### src/rtl/ace_video_fetch.sv
// ace_video_fetch: Jupiter Ace display timing, screen/character RAM fetch and
// monochrome pixel serialiser with sync, blanking and frame interrupt.
module ace_video_fetch #(
    parameter int unsigned H_TOTAL      = 416,
    parameter int unsigned V_TOTAL      = 312,
    parameter int unsigned H_SYNC_START = 320,
    parameter int unsigned H_SYNC_LEN   = 32,
    parameter int unsigned V_SYNC_START = 248,
    parameter int unsigned V_SYNC_LEN   = 8
) (
    input  logic       clk,
    input  logic       reset,
    input  logic       pix_ce,
    output logic [9:0] scr_addr,
    input  logic [7:0] scr_data,
    output logic [9:0] chr_addr,
    input  logic [7:0] chr_data,
    output logic       pixel,
    output logic       blank,
    output logic       hsync_n,
    output logic       vsync_n,
    output logic       frame_irq
);

    localparam int unsigned CNT_W    = 9;
    localparam int unsigned ACT_W    = 256;
    localparam int unsigned ACT_H    = 192;
    localparam int unsigned PIPE_DLY = 8;

    localparam logic [CNT_W-1:0] H_LAST    = CNT_W'(H_TOTAL - 1);
    localparam logic [CNT_W-1:0] V_LAST    = CNT_W'(V_TOTAL - 1);
    localparam logic [CNT_W-1:0] H_ACT_END = CNT_W'(ACT_W);
    localparam logic [CNT_W-1:0] V_ACT_END = CNT_W'(ACT_H);
    localparam logic [CNT_W-1:0] BLK_START = CNT_W'(PIPE_DLY);
    localparam logic [CNT_W-1:0] BLK_END   = CNT_W'(ACT_W + PIPE_DLY);
    localparam logic [CNT_W-1:0] HS_START  = CNT_W'(H_SYNC_START);
    localparam logic [CNT_W-1:0] HS_END    = CNT_W'(H_SYNC_START + H_SYNC_LEN);
    localparam logic [CNT_W-1:0] VS_START  = CNT_W'(V_SYNC_START);
    localparam logic [CNT_W-1:0] VS_END    = CNT_W'(V_SYNC_START + V_SYNC_LEN);
    localparam logic [CNT_W-1:0] IRQ_LINE  = CNT_W'(ACT_H);

    // Cell phases: address screen RAM, address char RAM, take glyph, load shifter.
    localparam logic [2:0] PH_SCR   = 3'd0;
    localparam logic [2:0] PH_CHR   = 3'd2;
    localparam logic [2:0] PH_GLYPH = 3'd4;
    localparam logic [2:0] PH_LOAD  = 3'd7;

    logic [CNT_W-1:0] hcount;
    logic [CNT_W-1:0] vcount;
    logic [2:0]       phase_c;
    logic             fetch_act_c;
    logic             disp_act_c;
    logic             hsync_c;
    logic             vsync_c;
    logic             inv;
    logic             inv_out;
    logic [7:0]       glyph;
    logic [7:0]       shifter;

    // Window and sync decode from the counters as they stand at the next pix_ce edge.
    always_comb begin
        phase_c     = hcount[2:0];
        fetch_act_c = (hcount < H_ACT_END) && (vcount < V_ACT_END);
        disp_act_c  = (hcount >= BLK_START) && (hcount < BLK_END) && (vcount < V_ACT_END);
        hsync_c     = (hcount >= HS_START) && (hcount < HS_END);
        vsync_c     = (vcount >= VS_START) && (vcount < VS_END);
    end

    // Horizontal/vertical position counters, advancing only on pix_ce.
    always_ff @(posedge clk or posedge reset) begin
        if (reset) begin
            hcount <= '0;
            vcount <= '0;
        end else if (pix_ce) begin
            if (hcount == H_LAST) begin
                hcount <= '0;
                vcount <= (vcount == V_LAST) ? '0 : vcount + CNT_W'(1);
            end else begin
                hcount <= hcount + CNT_W'(1);
            end
        end
    end

    // Per-cell fetch: addresses stay frozen outside the active window.
    always_ff @(posedge clk or posedge reset) begin
        if (reset) begin
            scr_addr <= '0;
            chr_addr <= '0;
            inv      <= 1'b0;
            glyph    <= '0;
        end else if (pix_ce && fetch_act_c) begin
            case (phase_c)
                PH_SCR: begin
                    scr_addr <= {vcount[7:3], hcount[7:3]};
                end
                PH_CHR: begin
                    inv      <= scr_data[7];
                    chr_addr <= {scr_data[6:0], vcount[2:0]};
                end
                PH_GLYPH: begin
                    glyph <= chr_data;
                end
                default: begin
                end
            endcase
        end
    end

    // Pixel shifter: loaded at the last phase of a cell, otherwise shifts left every pixel.
    always_ff @(posedge clk or posedge reset) begin
        if (reset) begin
            shifter <= '0;
            inv_out <= 1'b0;
        end else if (pix_ce) begin
            if (fetch_act_c && (phase_c == PH_LOAD)) begin
                shifter <= glyph;
                inv_out <= inv;
            end else begin
                shifter <= {shifter[6:0], 1'b0};
            end
        end
    end

    // Registered video outputs; pixel is forced black whenever blanked.
    always_ff @(posedge clk or posedge reset) begin
        if (reset) begin
            pixel   <= 1'b0;
            blank   <= 1'b1;
            hsync_n <= 1'b1;
            vsync_n <= 1'b1;
        end else if (pix_ce) begin
            pixel   <= disp_act_c & (shifter[7] ^ inv_out);
            blank   <= ~disp_act_c;
            hsync_n <= ~hsync_c;
            vsync_n <= ~vsync_c;
        end
    end

    // One-clk frame interrupt at the first pixel edge of the first non-active line.
    always_ff @(posedge clk or posedge reset) begin
        if (reset) begin
            frame_irq <= 1'b0;
        end else begin
            frame_irq <= pix_ce && (hcount == '0) && (vcount == IRQ_LINE);
        end
    end

endmodule

### config.mk
export PLATFORM = sky130hd
export DESIGN_NAME = ace_video_fetch
export DESIGN_NICKNAME = d
export VERILOG_FILES = /design/src/rtl/ace_video_fetch.sv
export SDC_FILE = /design/constraint.sdc
export NUM_CORES = 1
export LEC_CHECK = 0
export CAP_MARGIN = 25
export CORE_MARGIN = 1
export CORE_UTILIZATION = 45
export CTS_CLUSTER_SIZE = 40
export DETAILED_ROUTE_END_ITERATION = 10
export GPL_TIMING_DRIVEN = 0
export PLACE_DENSITY = 0.69
export SLEW_MARGIN = 30
export SYNTH_ARGS = -nofsm -noshare
export SYNTH_HDL_FRONTEND = slang
export SYNTH_SLANG_ARGS = --single-unit
### constraint.sdc
create_clock -name clk -period 3.7 [get_ports clk]
set_input_delay 1.11 -clock clk [delete_from_list [all_inputs] [get_ports clk]]
set_output_delay 1.11 -clock clk [all_outputs]
set_load 0.02 [all_outputs]
==> flow_summary.json <==
{
  "h-tree-depth": 3,
  "grt_pass1_wl_mm": 8.76,
  "syn-num-nets": 253,
  "fmax_mhz": 388,
  "max_slew.worst_pin.slew_ns": 0.448,
  "setup_viol": 0,
  "postCtsHoldBufs": 0,
  "io_buffers": 42,
  "drt-met1-wl_mm": 2.41,
  "hold_violations": 0,
  "placed_cells": 346,
  "std_cell_rows": 28,
  "clkLatencyLatePin_ns": 0.33,
  "path_class": "flip-flop to output pin",
  "grt_max_degree": 38,
  "antenna_found_initial": 0,
  "cts_tree": "yes",
  "avgRoutedWirePerCell_um": 14.2,
  "start_util_pct": 46.6,
  "cts_sinks": 61,
  "nets": 307,
  "clock-root-buffer": "clkbuf_8",
  "ir_drop_v": 0.000344,
  "grt_overflow": 0,
  "clkTransAtPathRegs_ns": 0.06,
  "rr_startpoint": "vcount[0]",
  "start_kind": "flip-flop",
  "die_y_um": 80.3,
  "syn_area_per_cell_um2": 12.1,
  "cts_setup_buffers": 0,
  "grt_pass1_vias": 1881,
  "power.leakage_nw": 1.55,
  "max_stage_delay_ns": 0.61,
  "arrival_ns": 1.46,
  "drt_iter0_drc": 73,
  "cts_resized": 0,
  "required_ns": 2.59,
  "netlist_area_um2": 2760,
  "syn_to_final_growth_pct": 25.0,
  "skew_ns": 0.00553,
  "finalSetupTns_ns": 0,
  "power_density_nw_per_um2": 604,
  "drt-vias-per-instance": 5.32,
  "clk_path_buf_depth": 2,
  "fillers": 528,
  "groute.usage.overall_pct": 18.4,
  "rsz0062_at_grt": "no",
  "yosysSeqAreaShare_pct": 55.5,
  "cap_violations": 0,
  "ys.flop_type": "dfrtp_1",
  "vias": 1926,
  "diodes": 0,
  "netlist_instances": 228,
  "routed_wl_mm": 5.15,
  "worstPathCellList": "clkdlybuf4s50_1",
  "async_reset_ff_share_pct": 100,
  "final_cells": 362,
  "detail-route-antenna-nets": 0,
  "crit_fanout": 2,
  "synth_seq_cells": 61,
  "cts_buffers": 9,
  "drcViolationCount": 0,
  "io_pins": 44,
  "synth_edf_count": 0,
  "finalInstanceArea_um2": 3450,
  "drive_gt1_share_pct": 14.6,
  "critical-path-slowest-cell": "clkdlybuf4s50_1",
  "path_buf_inv": 1,
  "hp-start": "chr_addr[1]",
  "fp.dieW_um": 80.3,
  "wl_met3_um": 199,
  "met2WireLength_mm": 2.42,
  "status": "finished clean",
  "hpwl_mm": 3.64,
  "yosysWarningCount": 0,
  "firstDrtPassIters": 4,
  "core_um2": 5920,
  "min_period_ns": 2.57,
  "slew_violations": 0,
  "globalplace.congestion": 0.792,
  "crit_path_start": "blank",
  "synthDistinctLibCells": 41,
  "path_delay_family": "buffers and inverters",
  "worstSetupEndpointType": "output pin",
  "min_path_type": "flip-flop to flip-flop",
  "fin_crit_sh_pct": 69.6,
  "routed.top_layer": "met4",
  "placed_area_um2": 3290,
  "slew_headroom_pct": 70.0,
  "die-area_um2": 6440
}
-- where the power goes --
| part | total, mW | internal [mW] | switching (mW) |
|---|---|---|---|
| clock | 0.477 | 0.242 | 0.235 |
| sequential | 0.977 | 0.852 | 0.125 |
| combinational | 0.629 | 0.329 | 0.300 |
| total | 2.08 | 1.42 | 0.660 |
-- worst reg2reg max path: stages (launching register included) --
cell and delay [ns]:
dfrtp_1 0.44, ha_1 0.26, nand4b_1 0.10, or4_1 0.39, buf_2 0.17, a21o_1 0.16, a32o_1 0.20
-- cells by family after synthesis --
family	synth area share, %
and+or+nand+nor	13.8
muxes	14.8
AOI/OAI and AO/OA	6.22
buffers and inverters	3.45
DFF	55.5
adders and majority gates	2.72
xor gates and xnor gates	3.49
-- path summary, 6_finish.rpt --
path                       slack (ns)  depth (start not counted)          end
max in group asynchronous        2.05                          3      hsync_n
hold reg to reg                  0.49                          1  chr_addr[1]
hold / removal                   0.49                          1  chr_addr[1]
setup / recovery                 1.13                          1        blank
setup reg to reg                 1.87                          6    vcount[3]
min in group asynchronous        1.09                          2  chr_addr[3]
-- sequential cells by signal, summed over array words and instances (netlist names) --
signal	count
chr_addr	10
blank	1
frame_irq	1
hsync_n	1
pixel	1
vsync_n	1
glyph	8
inv_out	1
hcount	9
scr_addr	10
vcount	9
inv	1
shifter	8
-- per-stage QoR --
stage,setup WS (ns),power [mW],util [%],hold WS [ns]
2_1_floorplan,1.08,1.37,-,0.450
3_3_place_gp,-0.0124,1.60,55.3,0.467
3_5_place_dp,1.13,1.63,55.6,0.476
4_1_cts,1.11,2.11,58.2,0.490
5_1_grt,1.08,2.21,58.2,0.502
6_report,1.13,2.08,58.2,0.486
-- layout make-up --
cell class / count / area [um^2] / share of cell area (%)
plain buffers: 10 / 61.3 / 1.78
repair buffers: 43 / 440 / 12.8
multi-input cells: 148 / 1130 / 32.8
clock inverters: 2 / 10.0 / 0.290
flip-flops and latches: 61 / 1530 / 44.4
clock buffers: 14 / 143 / 4.14
inverters: 9 / 36.3 / 1.05
well taps: 75 / 93.8 / 2.72
-- placed cells by master, fill, tap and decap left out, types with 8 or more instances in the layout --
cell type         n
dfrtp_1          58
clkdlybuf4s50_1  42
mux2_1           20
nor2_1           19
a21oi_1          13
nand2_1          10
mux2_2           10
clkbuf_8          9
nand4_1           8
-- layer usage --
| layer | vias to the layer above | track usage (%) |
|---|---|---|
| li1 | 913 | - |
| met1 | 960 | 23.1 |
| met2 | 43 | 28.8 |
| met3 | 10 | 5.00 |
| met4 | 0 | 10.2 |
| met5 | - | 0 |
-- cell usage after synthesis (all sizes together) (2+ instances only) --
cell type	count	area share [%]
dfrtp	58	53
mux2	30	12
nor2	20	2.8
a21oi	13	2.4
nand2	11	1.6
inv	9	1.2
nand4	9	2.3
and3	8	2.0
buf	8	2.0
mux2i	7	2.5
o21ai	7	1.3
ha	6	2.7
nand3	6	1.5
xnor2	6	1.9
xor2	5	1.6
a32o	3	1.1
dfstp	3	2.9
nand2b	3	0.68
clkbuf	2	0.27
nor4b	2	0.86
or3	2	0.45
or4	2	0.54
No activity file was read; power rests on OpenSTA's default activity.
